===== src/rtl/axis_pkg.sv =====
// Shared types and constants for the AXI-Stream round-robin demux.
// Holds the FSM state enum, output-select codes and default widths.
package axis_pkg;

  typedef enum logic {
    IDLE = 1'b0,
    BUSY = 1'b1
  } state_e;

  localparam logic OUT1 = 1'b0;
  localparam logic OUT2 = 1'b1;

  localparam int DEF_DATA_WIDTH = 8;

endpackage


===== src/rtl/axis_rr_demux_if.sv =====
// Valid/ready AXI-Stream beat bundle used between the demux and
// its output register slices.
interface axis_rr_demux_if
  import axis_pkg::*;
#(
  parameter int DATA_WIDTH = DEF_DATA_WIDTH
);

  logic                  tvalid;
  logic                  tready;
  logic [DATA_WIDTH-1:0] tdata;
  logic                  tlast;

  modport master (
    output tvalid,
    output tdata,
    output tlast,
    input  tready
  );

  modport slave (
    input  tvalid,
    input  tdata,
    input  tlast,
    output tready
  );

endinterface


===== src/rtl/axis_reg_slice.sv =====
// Single-entry output register slice; accepts a load in the same
// cycle its held beat drains, so it sustains one beat per cycle.
module axis_reg_slice
  import axis_pkg::*;
#(
  parameter int DATA_WIDTH = DEF_DATA_WIDTH
) (
  input  logic                  clk_i,
  input  logic                  rst_i,
  input  logic                  load_i,
  input  logic [DATA_WIDTH-1:0] data_i,
  input  logic                  last_i,
  output logic                  free_o,
  axis_rr_demux_if.master       m
);

  logic                  valid_q;
  logic [DATA_WIDTH-1:0] data_q;
  logic                  last_q;

  assign free_o = !valid_q || m.tready;

  always_ff @(posedge clk_i or posedge rst_i) begin
    if (rst_i) begin
      valid_q <= 1'b0;
      data_q  <= '0;
      last_q  <= 1'b0;
    end else if (load_i) begin
      valid_q <= 1'b1;
      data_q  <= data_i;
      last_q  <= last_i;
    end else if (m.tready) begin
      valid_q <= 1'b0;
    end
  end

  assign m.tvalid = valid_q;
  assign m.tdata  = data_q;
  assign m.tlast  = last_q;

endmodule


===== src/rtl/axis_rr_demux.sv =====
// 1:2 AXI-Stream packet demux with per-output register slices.
// Define AXIS_RR_DEMUX_ROUND_ROBIN_EN to alternate packets 1,2,1,...
module axis_rr_demux
  import axis_pkg::*;
#(
  parameter int DATA_WIDTH = DEF_DATA_WIDTH,
  parameter int CNT_WIDTH  = 16
) (
  input  logic                  Aclk,
  input  logic                  Areset,
  input  logic                  s_axis_tvalid,
  output logic                  s_axis_tready,
  input  logic [DATA_WIDTH-1:0] s_axis_tdata,
  input  logic                  s_axis_tlast,
  input  logic                  s_axis_tdest,
  output logic                  m_axis_tvalid1,
  input  logic                  m_axis_tready1,
  output logic [DATA_WIDTH-1:0] m_axis_tdata1,
  output logic                  m_axis_tlast1,
  output logic                  m_axis_tvalid2,
  input  logic                  m_axis_tready2,
  output logic [DATA_WIDTH-1:0] m_axis_tdata2,
  output logic                  m_axis_tlast2,
  output logic [CNT_WIDTH-1:0]  pkt_cnt1,
  output logic [CNT_WIDTH-1:0]  pkt_cnt2
);

  axis_rr_demux_if #(.DATA_WIDTH(DATA_WIDTH)) o1_if ();
  axis_rr_demux_if #(.DATA_WIDTH(DATA_WIDTH)) o2_if ();

  state_e               state_q;
  logic                 lock_q;
  logic                 tgt;
  logic                 free1;
  logic                 free2;
  logic                 acc;
  logic [CNT_WIDTH-1:0] cnt1_q;
  logic [CNT_WIDTH-1:0] cnt2_q;

`ifdef AXIS_RR_DEMUX_ROUND_ROBIN_EN
  logic rr_q;
  logic unused_dest;

  assign unused_dest = s_axis_tdest;
  assign tgt = (state_q == BUSY) ? lock_q : rr_q;

  always_ff @(posedge Aclk or posedge Areset) begin
    if (Areset) begin
      rr_q <= OUT1;
    end else if (acc && s_axis_tlast) begin
      rr_q <= ~rr_q;
    end
  end
`else
  assign tgt = (state_q == BUSY) ? lock_q : s_axis_tdest;
`endif

  // Ready depends only on slot state and downstream ready, never on tvalid.
  assign s_axis_tready = !Areset && ((tgt == OUT1) ? free1 : free2);
  assign acc = s_axis_tvalid && s_axis_tready;

  axis_reg_slice #(.DATA_WIDTH(DATA_WIDTH)) u_slice1 (
    .clk_i  (Aclk),
    .rst_i  (Areset),
    .load_i (acc && (tgt == OUT1)),
    .data_i (s_axis_tdata),
    .last_i (s_axis_tlast),
    .free_o (free1),
    .m      (o1_if)
  );

  axis_reg_slice #(.DATA_WIDTH(DATA_WIDTH)) u_slice2 (
    .clk_i  (Aclk),
    .rst_i  (Areset),
    .load_i (acc && (tgt == OUT2)),
    .data_i (s_axis_tdata),
    .last_i (s_axis_tlast),
    .free_o (free2),
    .m      (o2_if)
  );

  always_ff @(posedge Aclk or posedge Areset) begin
    if (Areset) begin
      state_q <= IDLE;
      lock_q  <= OUT1;
    end else begin
      unique case (state_q)
        IDLE: begin
          if (acc && !s_axis_tlast) begin
            state_q <= BUSY;
            lock_q  <= tgt;
          end
        end
        BUSY: begin
          if (acc && s_axis_tlast) begin
            state_q <= IDLE;
          end
        end
        default: state_q <= IDLE;
      endcase
    end
  end

  always_ff @(posedge Aclk or posedge Areset) begin
    if (Areset) begin
      cnt1_q <= '0;
      cnt2_q <= '0;
    end else begin
      if (o1_if.tvalid && o1_if.tready && o1_if.tlast) begin
        cnt1_q <= cnt1_q + CNT_WIDTH'(1);
      end
      if (o2_if.tvalid && o2_if.tready && o2_if.tlast) begin
        cnt2_q <= cnt2_q + CNT_WIDTH'(1);
      end
    end
  end

  assign o1_if.tready   = m_axis_tready1;
  assign o2_if.tready   = m_axis_tready2;
  assign m_axis_tvalid1 = o1_if.tvalid;
  assign m_axis_tdata1  = o1_if.tdata;
  assign m_axis_tlast1  = o1_if.tlast;
  assign m_axis_tvalid2 = o2_if.tvalid;
  assign m_axis_tdata2  = o2_if.tdata;
  assign m_axis_tlast2  = o2_if.tlast;
  assign pkt_cnt1       = cnt1_q;
  assign pkt_cnt2       = cnt2_q;

endmodule


===== config.mk =====
export PLATFORM = sky130hd
export DESIGN_NAME = axis_rr_demux
export DESIGN_NICKNAME = d
export VERILOG_FILES = /design/src/rtl/axis_pkg.sv /design/src/rtl/axis_rr_demux_if.sv /design/src/rtl/axis_reg_slice.sv /design/src/rtl/axis_rr_demux.sv
export SDC_FILE = /design/constraint.sdc
export NUM_CORES = 1
export LEC_CHECK = 0
export CORE_ASPECT_RATIO = 0.5
export CORE_MARGIN = 2
export CORE_UTILIZATION = 50
export CTS_CLUSTER_SIZE = 20
export DETAILED_ROUTE_END_ITERATION = 8
export GPL_TIMING_DRIVEN = 0
export PLACE_DENSITY = 0.83
export SLEW_MARGIN = 15
export SYNTH_ARGS = -nofsm -noshare
export SYNTH_HDL_FRONTEND = slang
export SYNTH_SLANG_ARGS = --single-unit

===== constraint.sdc =====
create_clock -name Aclk -period 2.6 [get_ports Aclk]
set_clock_uncertainty 0.2 [all_clocks]
set_input_delay 0.39 -clock Aclk [delete_from_list [all_inputs] [get_ports Aclk]]
set_output_delay 0.39 -clock Aclk [all_outputs]
set_load 0.03 [all_outputs]

==> results of run 1 <==
-- flip-flops by register name (all words and copies together), names as in the netlist, named ones only --
register           cells
pkt_cnt1              16
pkt_cnt2              16
u_slice1.m.tdata       8
u_slice2.m.tdata       8
lock_q                 1
u_slice1.m.tlast       1
u_slice1.m.tvalid      1
u_slice2.m.tlast       1
u_slice2.m.tvalid      1
-- cell usage after synthesis (2+ instances only) --
cell       n  area [um2]
nand2b_1   2        12.5
nand3_1   12        60.1
nand3_2    3        30.0
nand4_1    6        37.5
nor2b_1    2        12.5
ha_1       2        25.0
xnor2_1   21         184
mux2_2    20         225
nor2_1     9        33.8
or2_2      2        12.5
xor2_1     9        78.8
a21oi_1    2        10.0
nand2_1    8        30.0
dfrtp_1   54        1350
inv_1      5        18.8
o21ai_0    2        10.0
nor3_2     2        20.0
and4_1     3        26.3
and3_1     4        25.0
-- metrics by stage --
step / TNS, ns / hold WS [ns] / total power, mW
floorplan: 0 / 0.298 / 1.78
global placement: -16.30 / 0.258 / 2.21
detailed placement: -0.0845 / 0.261 / 2.24
CTS: 0 / 0.281 / 2.73
global route: 0 / 0.311 / 2.84
finish: 0 / 0.270 / 2.70
-- area by class of cell --
type | count | area share, %
clock inverters | 2 | 0.395
multi-input cells | 120 | 29.2
repair buffers | 68 | 21.7
clock buffers | 6 | 2.60
plain buffers | 2 | 0.592
flip-flops and latches | 54 | 42.6
well taps | 57 | 2.25
inverters | 5 | 0.592
-- metal layers --
metal	GRT usage [%]	up-vias	routed length, um
met1	22.2	799	1980
met3	5.38	5	184
met5	0	-	0
met2	32.8	32	2140
met4	7.08	0	44
li1	-	773	-
-- how the worst min path moves through the flow --
| stage | from | to | slack (ns) | cells past startpoint |
|---|---|---|---|---|
| global route | pkt_cnt1[15] | pkt_cnt1[15] | 0.31 | 1 |
| detailed placement | pkt_cnt2[15] | pkt_cnt2[15] | 0.26 | 1 |
| global placement | pkt_cnt2[15] | pkt_cnt2[15] | 0.26 | 1 |
| floorplan | s_axis_tlast | flop | 0.30 | 1 |
| CTS | pkt_cnt2[15] | pkt_cnt2[15] | 0.28 | 1 |
| finish | pkt_cnt2[15] | pkt_cnt2[15] | 0.27 | 1 |
-- power breakdown --
group	leakage [nW]	internal, mW	switching (mW)
clock	0.0472	0.215	0.274
sequential	0.692	1.02	0.143
combinational	0.639	0.487	0.555
total	1.38	1.72	0.973
-- worst max-delay path, stage by stage --
cell,delay [ns]
clkdlybuf4s50_1,0.54
and2b_2,0.25
nor2_1,0.08
a21oi_1,0.05
nor2_1,0.09
dlygate4sd2_1,0.40
-- cell families (layout without fill, tap and decap cells) --
group	count (synthesis)	in the layout	synth area share [%]
xor+xnor	30	30	11.4
buf+inv	7	83	1.62
mux	21	21	10.3
fa+ha+maj	2	2	1.08
simple gates	62	62	16.1
compound gates	5	5	1.14
flops	54	54	58.4
-- what timing repair did --
item                                    in CTS  in global routing
resized for setup                            1                  0
hold endpoints to repair                     0                  0
endpoints found under the setup margin       1                  0
hold buffers                                 0                  0
==> metrics.csv, run 1 <==
metric,value,unit
Final setup viols,0,
Critical R2R Launch,pkt_cnt2[0],
IO Port Bufs,67,
Final Worst Setup Slack,0.209,ns
sequential area share after synthesis,58.4,%
Crit Path Category,primary input to output port,
DIE WIDTH,100,um
initial antenna violation count,0,
worst reg-to-reg path cell count,5,
outcome,"finished, final reports clean",
most frequently used flop master after synthesis,dfrtp_1,
vias per inst,5.12,
Place WS,-0.0845,ns
core area,4420,um2
Peak VDD IR,604,uV
vias,1609,
CTS tree,done,
final wirelength,4.35,mm
clock-pin slew on the worst setup and hold paths,0.10,ns
initial core utilization,52.3,%
r2r setup slk,0.75,ns
RSZ-0062 raised after global routing,false,
Die Area,5220,um2
P_leak,1.38,nW
post-synthesis async set-or-reset flop share,100,%
Final Hold Fails,0,
warnings from Yosys,0,
Startpoint Class,primary input,
Worst Path Arrival,1.80,ns
row count,17,
wire per inst,13.9,um
CTS max path bufs,2,
# clock sinks,54,
r2r endpoint,pkt_cnt2[14],
Crit. Startpoint,m_axis_tready2,
required arrival time at the worst endpoint,2.01,ns
DRC errors left,0,
max_cap viols,0,
All-Layer GR Usage,18.7,%
minimum clock period,2.39,ns
Final Util,71.7,%
Root Buffer,clkbuf_8,
Area after DPL,3080,um2
Avg Inst Size Synth,12.8,um2
number of synthesized flops with an enable pin,0,
final worst path period share,92.0,%
via count of the first global-routing pass,1616,
final RePlAce weighted congestion,0.874,
Synth Instances,181,
synthesized cell area,2310,um2
CTS buffer count,5,
Register Area,1350,um2
first-pass GRT wire length,7.38,mm
post-synth cell types,32,
Boundary Pins,68,
1st-iter DRT viols,63,
Final nets,273,
maximum clock frequency,418,MHz
syn_nets,198,
Synth Register Bits,54,
Hold Crit Class,flop to flop,
htree depth,2,
Worst-Margin Slew,0.546,ns
Ant. Diodes,0,
Final Max Tran Viols,0,
share of cells above drive strength 1,17.5,%
# Post-CTS Setup Buffers,0,
"most common cell after layout, fill and taps aside",clkdlybuf4s50_1,
hpwl dp,3.23,mm
"commonest non-fill, non-tap cells in the layout","66 x clkdlybuf4s50_1, 54 x dfrtp_1, 21 x xnor2_1",
total gr overflow,0,
drt pass-1 iters,4,
Worst setup EP type,output port,
Max-slew headroom,63.6,%
post-route ant nets,0,
filler cell count,311,
pin count of the biggest net entering global routing,30,
multi-input logic area,926,um2
placed insts,306,
Setup crit end,s_axis_tready,
Final Instance Area,3170,um2
P&R area growth vs syn,37.0,%
DIE HEIGHT,52.1,um
Pwr Density,851,nW/um2
Final Non-Filler Cells,314,
Worst Path Max Fanout,4,
later-pin clock latency in the skew report,0.31,ns
No activity file was read; power rests on OpenSTA's default activity.
==> run 2, diff against run 1 <==
- CAP_MARGIN: not set -> 20
- CORE_MARGIN: 2 -> 10
- CORE_UTILIZATION: 50 -> 42
- PLACE_DENSITY: 0.83 -> 0.74
- clock period: 2.6 -> 2 ns (I/O delays scaled with it)
==> run 2 against run 1 <==
Flip-flop and latch count is the same. Worst hold slack worse by 0.054 ns. Clock power rose by 26%. Combinational power grew 37%. Setup slack lost 0.16 ns.
==> metrics.csv, run 2 (synthesis results as in run 1) <==
metric,value,unit,change
via count of the first global-routing pass,1740,,was 1616
worst-path cell chain,clkdlybuf4s50_1,,was clkdlybuf4s50_1 -> and2b_2 -> nor2_1 -> a21oi_1 -> nor2_1 -> dlygate4sd2_1
pin count of the biggest net entering global routing,30,,unchanged
# clock sinks,54,,unchanged
Final setup viols,0,,unchanged
first-pass GRT wire length,8.57,mm,was 7.38 mm
P&R area growth vs syn,39.4,%,was 37.0%
1st-iter DRT viols,65,,was 63
Final Max Tran Viols,0,,unchanged
IO Port Bufs,67,,unchanged
Max stage delay on crit path,0.71,ns,was 0.54 ns
wire per inst,15.6,um,was 13.9 um
Final Hold Fails,0,,unchanged
total gr overflow,0,,unchanged
drt pass-1 iters,4,,unchanged
Crit Path Category,flop to output port,,was primary input to output port
Max-slew headroom,61.8,%,was 63.6%
"Slowest-stage cell, CP",clkdlybuf4s50_1,,unchanged
required arrival time at the worst endpoint,1.50,ns,was 2.01 ns
Post-CTS Hold Buffers,0,,unchanged
Worst Path Arrival,1.45,ns,was 1.80 ns
Hold Startpoint,m_axis_tready2,,was pkt_cnt2[15]
DIE HEIGHT,72.5,um,was 52.1 um
outcome,"finished, final reports clean",,unchanged
r2r endpoint,u_slice2.m.tdata[1],,was pkt_cnt2[14]
r2r setup slk,0.10,ns,was 0.75 ns
Worst setup EP type,output port,,unchanged
CTS tree,done,,unchanged
"commonest non-fill, non-tap cells in the layout","60 x clkdlybuf4s50_1, 54 x dfrtp_1, 21 x xnor2_1",,"was 66 x clkdlybuf4s50_1, 54 x dfrtp_1, 21 x xnor2_1"
worst hold path endpoint,pkt_cnt2[0],,was pkt_cnt2[15]
Crit path depth,1,,was 6
Crit path buffers/inverters,1,,was 2
filler cell count,436,,was 311
initial core utilization,45.3,%,was 52.3%
hpwl dp,3.95,mm,was 3.23 mm
Ant. Diodes,0,,unchanged
RSZ-0062 raised after global routing,false,,unchanged
share of cells above drive strength 1,18.5,%,was 17.5%
Die Area,9060,um2,was 5220 um2
row count,18,,was 17
final wirelength,5.14,mm,was 4.35 mm
vias per inst,4.91,,was 5.12
clock-pin slew on the worst setup and hold paths,0.09,ns,was 0.10 ns
hold path cells,3,,was 1
Pwr Density,1100,nW/um2,was 851 nW/um2
Hold Crit Class,primary input to flop,,was flop to flop
post-route ant nets,0,,unchanged
CTS max path bufs,2,,unchanged
minimum clock period,1.95,ns,
later-pin clock latency in the skew report,0.30,ns,was 0.31 ns
maximum clock frequency,513,MHz,
DRC errors left,0,,unchanged
Worst Path Max Fanout,5,,was 4
max_cap viols,0,,unchanged
DIE WIDTH,125,um,was 100 um
"most common cell after layout, fill and taps aside",clkdlybuf4s50_1,,unchanged
Startpoint Class,flop,,was primary input
Worst-Margin Slew,0.572,ns,was 0.546 ns
final worst path period share,97.5,%,
final RePlAce weighted congestion,0.727,,was 0.874
P_leak,1.49,nW,was 1.38 nW
core area,5110,um2,was 4420 um2
worst reg-to-reg path cell count,5,,unchanged
initial antenna violation count,0,,unchanged
vias,1615,,was 1609
All-Layer GR Usage,11.3,%,was 18.7%
Peak VDD IR,797,uV,was 604 uV
CTS buffer count,5,,unchanged
Final Util,63.1,%,was 71.7%
setup TNS,0,ns,unchanged
htree depth,2,,unchanged
"delay-heaviest family, CP",buffers and inverters,,unchanged
Boundary Pins,68,,unchanged
Final nets,275,,was 273
Root Buffer,clkbuf_8,,unchanged
## run 2: cell types whose count changed in the layout (fill, tap and decap cells not counted)
cell             before  now
clkdlybuf4s50_1      66   60
dlymetal6s2s_1        0    6
nor4_1                1    0
clkinvlp_4            1    0
nor4_2                1    2
clkbuf_1              0    1
mux2i_2               1    0
buf_4                 1    4
mux2i_4               0    1
dlygate4sd2_1         1    0
## run 2: layout make-up
class	instances	area (um2)	share of cell area, %
Clock inverter	1	5.00	0.155
Inverter	5	18.8	0.582
Clock buffer	7	86.3	2.68
Buffer	2	18.8	0.582
Sequential cell	54	1350	41.9
Multi-Input combinational cell	120	941	29.2
Tap cell	70	87.6	2.71
Timing Repair Buffer	70	718	22.3
## run 2: where the power goes
part	internal [mW]	switching [mW]
clock	0.280	0.336
sequential	1.33	0.181
combinational	0.656	0.759
## run 2: repair_timing
item,CTS,global route
gates resized for setup,7,7
setup buffers,1,1
setup endpoints to repair,1,8
## run 2: tightest hold or removal path: cells and delay by family
kind,cells,cell delay (ns)
XOR/XNOR,1,0.08
buffers and inverters,1,0.16
AND/OR/NAND/NOR,1,0.14
## run 2: worst max-delay path by stage
stage                        start                   to  slack (ns)
floorplan              pkt_cnt2[0]         pkt_cnt2[10]        0.17
global placement            Areset  u_slice1.m.tdata[0]       -0.86
detailed placement  m_axis_tready2        s_axis_tready       -0.50
CTS                 m_axis_tready2        s_axis_tready        0.01
global route           pkt_cnt1[9]          pkt_cnt1[9]       0.001
finish                 pkt_cnt1[8]          pkt_cnt1[8]        0.05
## run 2: metal layers
| metal | GRT usage [%] | part of all wire [%] | up-vias |
|---|---|---|---|
| met3 | 5.00 | 7.5 | 4 |
| met4 | 4.44 | 1.1 | 0 |
| met2 | 20.2 | 51 | 30 |
| met1 | 11.7 | 40 | 803 |
| met5 | 0 | 0 | - |
| li1 | - | - | 778 |
## run 2: metrics by stage
| step | power, mW | setup slack (ns) | area, um2 | std cells | hold WS (ns) |
|---|---|---|---|---|---|
| floorplan | 2.31 | 0.171 | 2310 | 181 | 0.208 |
| global placement | 2.91 | -0.856 | 3070 | 318 | 0.258 |
| detailed placement | 2.94 | -0.504 | 3090 | 319 | 0.268 |
| CTS | 3.58 | 0.0127 | 3200 | 328 | 0.266 |
| global route | 3.74 | 0.00101 | 3230 | 329 | 0.234 |
| finish | 3.54 | 0.0506 | 3230 | 329 | 0.216 |
==> run 3, diff against run 2 <==
- CAP_MARGIN: 20 -> not set
==> run 3 against run 2 <==
Worst hold slack lost 0.0045 ns. Non-clock buffer count is the same. Clock-buffer cell count is the same. Flip-flop and latch count is the same. First-iteration DRC count grew 22%. Final cell count is the same. Register-to-register slack gained 0.02 ns. Sequential power is essentially flat. Setup slack lost 0.0039 ns. Sequential share of layout area is essentially flat.
==> metrics.csv, run 3 (synthesis results as in run 1) <==
metric,value,unit,change
Worst Path Max Fanout,5,,unchanged
DRC errors left,0,,unchanged
# clock sinks,54,,unchanged
"Slowest-stage cell, CP",clkdlybuf4s50_1,,unchanged
Final Max Tran Viols,0,,unchanged
Final Non-Filler Cells,329,,unchanged
maximum clock frequency,512,MHz,was 513 MHz
Final Hold Fails,0,,unchanged
Hold Slack,0.211,ns,was 0.216 ns
sequential share of power,42.7,%,was 42.6%
vias,1605,,was 1615
minimum clock period,1.95,ns,about the same
Crit. Startpoint,pkt_cnt1[8],,unchanged
Ant. Diodes,0,,unchanged
RSZ-0062 raised after global routing,true,,was false
hpwl dp,3.93,mm,was 3.95 mm
CTS tree,done,,unchanged
Peak VDD IR,794,uV,was 797 uV
r2r endpoint,u_slice2.m.tdata[1],,unchanged
worst reg-to-reg path cell count,5,,unchanged
Hold Crit Class,primary input to flop,,unchanged
Logic pwr share,39.8,%,was 40.0%
CTS max path bufs,2,,unchanged
Final Worst Setup Slack,0.0467,ns,was 0.0506 ns
vias per inst,4.88,,was 4.91
Crit Path Category,flop to output port,,unchanged
r2r setup slk,0.12,ns,was 0.10 ns
Final setup viols,0,,unchanged
All-Layer GR Usage,11.4,%,was 11.3%
Setup crit end,pkt_cnt1[8],,unchanged
Place WS,-0.504,ns,about the same
DIE WIDTH,125,um,unchanged
Worst-Margin Slew,0.572,ns,about the same
Boundary Pins,68,,unchanged
Die Area,9060,um2,unchanged
row count,18,,unchanged
wire per inst,15.4,um,was 15.6 um
Worst Path Arrival,1.45,ns,about the same
Max stage delay on crit path,0.71,ns,about the same
initial antenna violation count,0,,unchanged
outcome,"finished, final reports clean",,unchanged
IO Port Bufs,67,,unchanged
later-pin clock latency in the skew report,0.30,ns,about the same
Pwr Density,1100,nW/um2,about the same
Worst setup EP type,output port,,unchanged
"most common cell after layout, fill and taps aside",clkdlybuf4s50_1,,unchanged
Pint,2.26,mW,about the same
worst-path cell chain,clkdlybuf4s50_1,,unchanged
Final nets,275,,unchanged
max_cap viols,0,,unchanged
Pwr Total,3.54,mW,about the same
required arrival time at the worst endpoint,1.50,ns,about the same
final worst path period share,97.7,%,was 97.5%
filler cell count,439,,was 436
clock network fraction of design power,17.5,%,was 17.4%
core area,5110,um2,unchanged
via count of the first global-routing pass,1734,,was 1740
1st-iter DRT viols,79,,was 65
CTS buffer count,5,,unchanged
"commonest non-fill, non-tap cells in the layout","60 x clkdlybuf4s50_1, 54 x dfrtp_1, 21 x xnor2_1",,unchanged
pin count of the biggest net entering global routing,30,,unchanged
Root Buffer,clkbuf_8,,unchanged
"delay-heaviest family, CP",buffers and inverters,,unchanged
Hold Startpoint,m_axis_tready2,,unchanged
htree depth,2,,unchanged
P_sw,1.28,mW,about the same
Max-slew headroom,61.8,%,about the same
Sw Ratio,36.1,%,was 36.0%
P&R area growth vs syn,39.6,%,was 39.4%
Startpoint Class,flop,,unchanged
first-pass GRT wire length,8.61,mm,was 8.57 mm
clock-pin slew on the worst setup and hold paths,0.09,ns,about the same
Post-CTS Hold Buffers,0,,unchanged
drt pass-1 iters,4,,unchanged
final RePlAce weighted congestion,0.727,,unchanged
Crit path depth,1,,unchanged
final wirelength,5.08,mm,was 5.14 mm
DIE HEIGHT,72.5,um,unchanged
total gr overflow,0,,unchanged
share of cells above drive strength 1,18.5,%,unchanged
P_leak,1.49,nW,about the same
Crit path buffers/inverters,1,,unchanged
placed insts,319,,unchanged
post-route ant nets,0,,unchanged
initial core utilization,45.3,%,unchanged
## run 3: changes by cell type in the layout (fill, tap and decap cells not counted)
cell   before  now
buf_4       4    3
buf_6       1    2
## run 3: worst min-delay path by stage
stage                              end  slack, ns  cells past startpoint
after CTS                    async pin       0.27                      2
after floorplan                   flop       0.21                      1
after global placement    pkt_cnt2[15]       0.26                      1
after detailed placement  pkt_cnt1[15]       0.27                      1
after global routing       pkt_cnt2[0]       0.23                      3
final                      pkt_cnt2[0]       0.21                      3
## run 3: routing by layer
metal  part of all wire, %  routed length [um]  track usage [%]
met5                     0                   0                0
met2                    51                2590             20.2
met3                   7.8                 398             4.79
met1                    40                2050             12.0
met4                  0.79                  40             4.57
## run 3: through the flow
stage	util [%]	cell area, um2	TNS [ns]
3_3_place_gp	60.1	3070	-49.39
4_1_cts	62.6	3200	0
5_1_grt	63.2	3230	-0.0378
6_report	63.2	3230	0
3_5_place_dp	60.5	3090	-3.62
2_1_floorplan	-	2310	0
## run 3: layout make-up
class / count / area [um2] / area share [%]
sequential: 54 / 1350 / 41.8
timing repair buffer: 70 / 718 / 22.2
clock buffer: 7 / 86.3 / 2.67
multi-input combinational: 120 / 941 / 29.1
tap: 70 / 87.6 / 2.71
inverter: 5 / 18.8 / 0.581
clock inverter: 1 / 5.00 / 0.155
buffer: 2 / 22.5 / 0.697
## run 3: power by group through the flow
| stage | clock network [mW] | registers [mW] | logic [mW] |
|---|---|---|---|
| final | 0.620 | 1.51 | 1.41 |
| after global routing | 0.685 | 1.55 | 1.51 |
| after CTS | 0.643 | 1.52 | 1.43 |
| after detailed placement | 0 | 1.53 | 1.41 |
| after global placement | 0 | 1.52 | 1.39 |
| after floorplan | 0 | 1.97 | 0.338 |
## run 3: repair_timing
| action | CTS | global route |
|---|---|---|
| setup endpoints to repair | 1 | 8 |
| gates resized for setup | 7 | 8 |
| setup buffers | 1 | 1 |
| pin swaps | 0 | 1 |
